<file path="src/rtl/shift_unit.sv">
`default_nettype none
// ============================================================================
//  Module      : shift_unit
//  Description : Registered barrel shifter. Captures an operand, a shift
//                amount and a mode on a qualified clock edge, then presents
//                the left-shifted and right-shifted results together one
//                cycle later. Supports logical, arithmetic and rotate modes.
//  Revision    : 1.0 - initial release
// ----------------------------------------------------------------------------
//  Parameters
//    WIDTH        operand / result width in bits (legal range 2..64)
//    SHAMT_W      shift-amount width; wide enough to encode WIDTH itself
//
//  Ports
//    clk          in   1        rising-edge clock
//    rst_n        in   1        asynchronous active-low reset
//    in_valid     in   1        qualifies a / shamt / mode for capture
//    a            in   WIDTH    operand
//    shamt        in   SHAMT_W  shift amount
//    mode         in   2        00 logical, 01 arithmetic, 10 rotate,
//                               11 logical
//    out_valid    out  1        results updated this cycle
//    shift_left   out  WIDTH    registered left result
//    shift_right  out  WIDTH    registered right result
//    carry_left   out  1        last bit shifted out of the MSB side
//                               (only with SHIFT_UNIT_CARRY_EN)
//    carry_right  out  1        last bit shifted out of the LSB side
//                               (only with SHIFT_UNIT_CARRY_EN)
//
//  Build option
//    SHIFT_UNIT_CARRY_EN  define to add the carry_left / carry_right outputs
// ============================================================================

module shift_unit #(
    parameter int WIDTH   = 4,
    parameter int SHAMT_W = $clog2(WIDTH) + 1
) (
    input  logic               clk,
    input  logic               rst_n,
    input  logic               in_valid,
    input  logic [WIDTH-1:0]   a,
    input  logic [SHAMT_W-1:0] shamt,
    input  logic [1:0]         mode,
`ifdef SHIFT_UNIT_CARRY_EN
    output logic               carry_left,
    output logic               carry_right,
`endif
    output logic               out_valid,
    output logic [WIDTH-1:0]   shift_left,
    output logic [WIDTH-1:0]   shift_right
);

    // ------------------------------------------------------------------------
    // Mode encodings. 2'b11 is deliberately not decoded and falls through to
    // the logical behaviour.
    // ------------------------------------------------------------------------
    localparam logic [1:0] c_MODE_LOGIC = 2'b00;
    localparam logic [1:0] c_MODE_ARITH = 2'b01;
    localparam logic [1:0] c_MODE_ROT   = 2'b10;

    // Number of operand copies used by the rotate network. SHAMT_W is
    // clog2(WIDTH)+1 bits, so shamt is always below 4*WIDTH; five copies
    // leave enough periodic headroom that a plain shift of the replicated
    // word yields rotate-by-(shamt mod WIDTH) without a modulo operator.
    localparam int c_ROT_COPIES = 5;
    localparam int c_ROT_W      = c_ROT_COPIES * WIDTH;

    // ------------------------------------------------------------------------
    // Combinational shift network
    // ------------------------------------------------------------------------
    logic [WIDTH-1:0]   w_lsl;          // logical left (also arithmetic left)
    logic [WIDTH-1:0]   w_lsr;          // logical right
    logic [WIDTH-1:0]   w_asr;          // arithmetic right
    logic [c_ROT_W-1:0] w_rep;          // operand replicated for rotation
    logic [WIDTH-1:0]   w_rol;          // rotate left
    logic [WIDTH-1:0]   w_ror;          // rotate right
    logic [WIDTH-1:0]   w_res_left;
    logic [WIDTH-1:0]   w_res_right;

    // Shifts by an amount of WIDTH or more naturally produce zero (or full
    // sign fill for >>>), which is exactly the required saturation behaviour.
    assign w_lsl = a << shamt;
    assign w_lsr = a >> shamt;
    assign w_asr = $unsigned($signed(a) >>> shamt);

    // Rotate left: top WIDTH bits of the shifted replica.
    // Rotate right: bottom WIDTH bits of the shifted replica.
    assign w_rep = {c_ROT_COPIES{a}};
    assign w_rol = WIDTH'((w_rep << shamt) >> (4 * WIDTH));
    assign w_ror = WIDTH'(w_rep >> shamt);

    always_comb begin
        w_res_left  = w_lsl;
        w_res_right = w_lsr;
        case (mode)
            c_MODE_ARITH: begin
                w_res_left  = w_lsl;
                w_res_right = w_asr;
            end
            c_MODE_ROT: begin
                w_res_left  = w_rol;
                w_res_right = w_ror;
            end
            default: begin
                w_res_left  = w_lsl;
                w_res_right = w_lsr;
            end
        endcase
    end

`ifdef SHIFT_UNIT_CARRY_EN
    // ------------------------------------------------------------------------
    // Carry network
    // ------------------------------------------------------------------------
    logic w_cl_shift;                   // left carry, logical/arithmetic
    logic w_cr_logic;                   // right carry, logical
    logic w_cr_arith;                   // right carry, arithmetic
    logic w_cl_rot;                     // left carry, rotate
    logic w_cr_rot;                     // right carry, rotate
    logic w_shamt_nz;
    logic w_carry_left;
    logic w_carry_right;

    // A guard bit beyond the operand catches the last bit to fall off:
    // it is a[WIDTH-shamt] on the left and a[shamt-1] on the right, zero for
    // shamt=0, and zero (or the sign bit for >>>) once shamt exceeds WIDTH.
    assign w_cl_shift = 1'(({1'b0, a} << shamt) >> WIDTH);
    assign w_cr_logic = 1'({a, 1'b0} >> shamt);
    assign w_cr_arith = 1'($unsigned($signed({a, 1'b0}) >>> shamt));

    // The bit that wrapped last lands at the far end of the rotated result.
    assign w_shamt_nz = |shamt;
    assign w_cl_rot   = w_shamt_nz & w_rol[0];
    assign w_cr_rot   = w_shamt_nz & w_ror[WIDTH-1];

    always_comb begin
        w_carry_left  = w_cl_shift;
        w_carry_right = w_cr_logic;
        case (mode)
            c_MODE_ARITH: begin
                w_carry_left  = w_cl_shift;
                w_carry_right = w_cr_arith;
            end
            c_MODE_ROT: begin
                w_carry_left  = w_cl_rot;
                w_carry_right = w_cr_rot;
            end
            default: begin
                w_carry_left  = w_cl_shift;
                w_carry_right = w_cr_logic;
            end
        endcase
    end

    logic r_carry_left;
    logic r_carry_right;

    always_ff @(posedge clk or negedge rst_n) begin
        if (!rst_n) begin
            r_carry_left  <= 1'b0;
            r_carry_right <= 1'b0;
        end else if (in_valid) begin
            r_carry_left  <= w_carry_left;
            r_carry_right <= w_carry_right;
        end
    end

    assign carry_left  = r_carry_left;
    assign carry_right = r_carry_right;
`endif

    // ------------------------------------------------------------------------
    // Result registers: results hold while in_valid is low, out_valid is a
    // single-cycle strobe per capture.
    // ------------------------------------------------------------------------
    logic             r_out_valid;
    logic [WIDTH-1:0] r_shift_left;
    logic [WIDTH-1:0] r_shift_right;

    always_ff @(posedge clk or negedge rst_n) begin
        if (!rst_n) begin
            r_out_valid   <= 1'b0;
            r_shift_left  <= '0;
            r_shift_right <= '0;
        end else begin
            r_out_valid <= in_valid;
            if (in_valid) begin
                r_shift_left  <= w_res_left;
                r_shift_right <= w_res_right;
            end
        end
    end

    assign out_valid   = r_out_valid;
    assign shift_left  = r_shift_left;
    assign shift_right = r_shift_right;

endmodule

`default_nettype wire

</file>
<file path="config.mk">
export PLATFORM = sky130hd
export DESIGN_NAME = shift_unit
export DESIGN_NICKNAME = d
export VERILOG_FILES = /design/src/rtl/shift_unit.sv
export SDC_FILE = /design/constraint.sdc
export NUM_CORES = 1
export LEC_CHECK = 0
export BUFFER_PORTS_ARGS = -buffer_cell sky130_fd_sc_hd__buf_2
export CORE_MARGIN = 1.5
export CORE_UTILIZATION = 47
export CTS_CLUSTER_DIAMETER = 200
export CTS_CLUSTER_SIZE = 16
export DETAILED_ROUTE_END_ITERATION = 16
export PLACE_DENSITY_LB_ADDON = 0.1
export SLEW_MARGIN = 20
export SYNTH_ARGS = -nofsm -noshare
export SYNTH_HDL_FRONTEND = slang
export SYNTH_SLANG_ARGS = --single-unit
</file>
<file path="constraint.sdc">
create_clock -name clk -period 1.7 [get_ports clk]
set_clock_uncertainty 0.2 [all_clocks]
set_input_delay 0 -clock clk [delete_from_list [all_inputs] [get_ports clk]]
set_output_delay 0 -clock clk [all_outputs]
set_load 0.01 [all_outputs]
</file>
======== After elaboration in Yosys (flattened, before gate mapping) ========
Index checks and enable logic that the tools add are counted.
storage, ports and cells
  output and inout bits ................... 9
  bits of input ports ..................... 12
  bits in registers ....................... 9
  word-level logic and storage cells ...... 12
operators by class
  mux-type cells .......................... 2
  equality and inequality tests ........... 2
  shifts and indexed selects .............. 5
operators by type and width
  operator                                              number
  left shift 20 x 3 -> 20 bit                           1
  right shift 20 x 3 -> 4 bit                           1
  case mux 4 bit (2 select lines)                       1
  two-way mux 4 bit                                     1
  left shift 4 x 3 -> 4 bit                             1
  right shift 4 x 3 -> 4 bit                            1
  >>> shifter 4 x 3 -> 4 bit                            1
  equality test 2 x 1 -> 1 bit (second input constant)  1
  equality test 2 bit (second input constant)           1

======== Logic depth before layout (Yosys ltp) ========
  depth in word-level cells ............... 2
  gate-level depth with buffers ........... 5
  depth with buffers taken out ............ 4

======== Least setup slack after synthesis ========
Ideal clock, no wire load.
  kind .................................... input to register
  start ................................... input mode[0]
  end ..................................... register r_shift_right[3] (netlist: shift_right[3])
  data required time ...................... 1,420 ps
  arrival time ............................ 655 ps
  setup time .............................. 80 ps
  setup slack ............................. 765 ps
  stages .................................. 5
  buffers on the path ..................... 1
  cell sequence ........................... nand2b_1 buf_6 a21oi_2 a21oi_2 nor3_2
on the way
  cells in the longest elaborated chain, start to end .. 2
  elaborated cells between the ends (all ways) .. 3
  those cells by class .................... eq/ne: 2; mux: 1
RTL lines
  element                                                              line  RTL
  start, declared                                                      43    input logic [1:0] mode,
  equality test 2 bit or equality test 2 x 1 -> 1 bit (tied branches)  95    case (mode)
  case mux 4 bit (2 select lines) *                                    95
  end signal, assigned                                                 189   r_shift_right <= w_res_right;
  end, declared                                                        178   logic [WIDTH-1:0] r_shift_right;
Mark *: on every way between the ends. The rest lies on a longest branch, timed or not.
A chain may end at the register's enable or synchronous reset.

======== Worst setup path in the final report ========
  start ................................... input mode[0]
  end ..................................... register r_shift_left[0] (netlist: shift_left[0])
on the way
  cells in the longest elaborated chain, start to end .. 2
RTL lines
  element               line  RTL
  equality test 2 bit   95
  two-way mux 4 bit     95
  end signal, assigned  188   r_shift_left <= w_res_left;
  end, declared         177   logic [WIDTH-1:0] r_shift_left;
Every way passes these cells.

==> results.cfg <==
[run_status]
status = complete, no violations

[clock_network]
cts_resized = 0
clockBufferDepth = 2
cts_buffers = 3
tritoncts = yes
root_buffer = clkbuf_4
htreeDepth = 1
cts.sinks = 9
clk_pin_slew_ps = 60
insertion_delay_ps = 260

[detailed_routing]
drtIter0Drc = 10
drc_errors = 0
drt_wl_total_um = 1470
drtPass1Iterations = 4
num_vias = 663
post_drt_via_cell_ratio = 5.48
postRouteAntennaNets = 0
wl_per_cell_um = 12.1

[floorplan]
dieArea_mm2 = 0.00162
die_y_um = 40.2
initial_core_util = 0.501
io_pins = 21
rows = 13
core-area_mm2 = 0.00130
dieWidth_um = 40.2

[pwr]
power.share.combinational = 0.292
p_leak_nw = 0.403
clkPwrFrac = 0.281
swShare = 0.304
peakVddDrop_v = 0.000456
power.internal_mw = 0.403
switching_power_mw = 0.177
p_seq_frac = 0.426
power_density_mw_per_mm2 = 682

[layout]
drive_above_1_share = 0.274
num_antenna_cells = 0
ff_latch_area_um2 = 225
area_growth_pct = 30.3
final_area_um2 = 850
multiInputGateArea_um2 = 370
nFillCells = 121
fin_nets = 119

[worst_hold_path]
min_path_cells = 4
hp-class = input pin to flop
worstHoldEndpoint = shift_right[2]
min_from = shamt[0]

[timing]
fin_crit_sh = 0.887
hold_ws_ps = 17.6
worst_pin_slew_ps = 398
setup-violations-final = 0
period_needed_ps = 1510
setup_tns_ps = 0
maxSlewHeadroom = 0.734
rsz0062_at_grt = no
fmax_mhz = 664
final-max-slew-violation-count = 0
hold_viol_final = 0

[grt]
grt_pass1_wl_um = 2340
antenna_found_initial = 0
grt.total_usage = 0.223
grt_remaining_overflow = 0
first_global_vias = 571
grt_max_degree = 18

[run]
drv_cap = 0

[synth]
synth.avg_cell_area_um2 = 8.47
synthSimpleGateAreaFrac = 0.248
synth_top_area_frac = 0.345
synth-xor-area-share = 0
synth_top_family_by_area = compound AO/OA/AOI/OAI gates
synth_compound_area_frac = 0.259
synth.area.mux_share = 0.0614
async_flop_share = 1.00
synth_adder_area_share = 0
yosysTopAreaCell = dfrtp_1
ys_seq_area_frac = 0.345
yosysWarningCount = 0
netlist_area_um2 = 652
ys_types = 29
synth_flop_cell = dfrtp_1
ys_ff_latch = 9
synth.top_cells.by_area = dfrtp_1, mux2i_1, a21oi_1
synth_edf_count = 0
syn-num-nets = 89
syn_inst = 77

[critical_path]
r2r_start = shift_right[3]
cp.arrival_ps = 1440
r2r_end = shift_right[3]
worstSetupEndpointType = flop
path_class = input pin to flop
cp-start-kind = input pin
path_max_fanout = 10
r2r.worst_path.cells = 2
rrSetupSlack_ps = 810
cp.required_ps = 1630

[placement]
gp_congestion = 0.894
port_buffers = 20
placed_cell_area_um2 = 733
dp_hpwl_um = 1000
[worst max-delay path, stage by stage]
cell	delay, ps
dlygate4sd3_1	520
buf_2	120
nand2b_1	330
nor3_1	90
a211oi_1	270
a21oi_1	100
[logic make-up after synthesis]
kind of cell    count (synthesis)
simple gates                   29
flops                           9
mux                             4
compound gates                 26
buf+inv                         9
[how the worst max path moves through the flow]
stage,start,endpoint,slack (ps),cells after the start
after global routing,mode[0],shift_left[0],60,6
after floorplan,mode[0],shift_right[3],760,5
after CTS,mode[0],shift_left[0],180,6
final,mode[0],shift_left[0],190,6
after global placement,shamt[1],shift_left[0],450,5
after detailed placement,shamt[1],shift_left[0],430,5
[layer usage]
metal	share of wire	vias up	track usage
met5	0	-	0
met4	0.023	0	0.0417
met3	0.056	4	0.106
met2	0.46	23	0.363
met1	0.46	297	0.271
li1	-	339	-
[sequential cells by signal, summed over array words and instances (netlist names)]
signal and count:
out_valid 1, shift_left 4, shift_right 4
[per-stage QoR]
stage	total power, mW	util	setup WS (ps)	cells
after floorplan	0.347	-	765	77
after global placement	0.403	0.563	450	108
after detailed placement	0.404	0.563	433	108
after CTS	0.582	0.653	176	121
after global routing	0.621	0.653	60.4	121
final	0.580	0.653	193	121
[power groups by stage]
stage                     sequential [mW]  combinational (mW)  clock [mW]
after detailed placement            0.250               0.154           0
after CTS                           0.247               0.170       0.165
after global placement              0.251               0.152           0
after global routing                0.250               0.192       0.179
after floorplan                     0.263              0.0840           0
final                               0.247               0.170       0.163
[cell type report]
type / instances / share of cell area
clock buffers: 4 / 0.0309
inverters: 5 / 0.0221
well taps: 15 / 0.0221
repair buffers: 29 / 0.224
multi-input cells: 59 / 0.436
flip-flops and latches: 9 / 0.265
[repair_timing]
item	in CTS	in global routing
buffers inserted	0	0
hold buffers	9	0
hold endpoints to repair	18	0
[placed cells by master, fill, tap and decap left out, types with 3 or more instances in the layout]
cell	n
nand2_1	8
dlygate4sd3_1	9
o21ai_0	3
buf_2	20
nand2b_1	3
o21ai_1	3
nor2_1	9
clkbuf_4	3
a21oi_1	7
inv_1	5
mux2i_1	4
dfrtp_1	9
[synth_stat cells (2+ instances only)]
| library cell | n |
|---|---|
| dfrtp_1 | 9 |
| nor2_1 | 9 |
| nand2_1 | 8 |
| a21oi_1 | 7 |
| inv_1 | 5 |
| mux2i_1 | 4 |
| buf_6 | 3 |
| nand2b_1 | 3 |
| o21ai_0 | 3 |
| o21ai_1 | 3 |
| a21oi_2 | 2 |
| a31oi_1 | 2 |
| nor3_1 | 2 |
| o211ai_1 | 2 |
(Power assumes the default switching activity.)
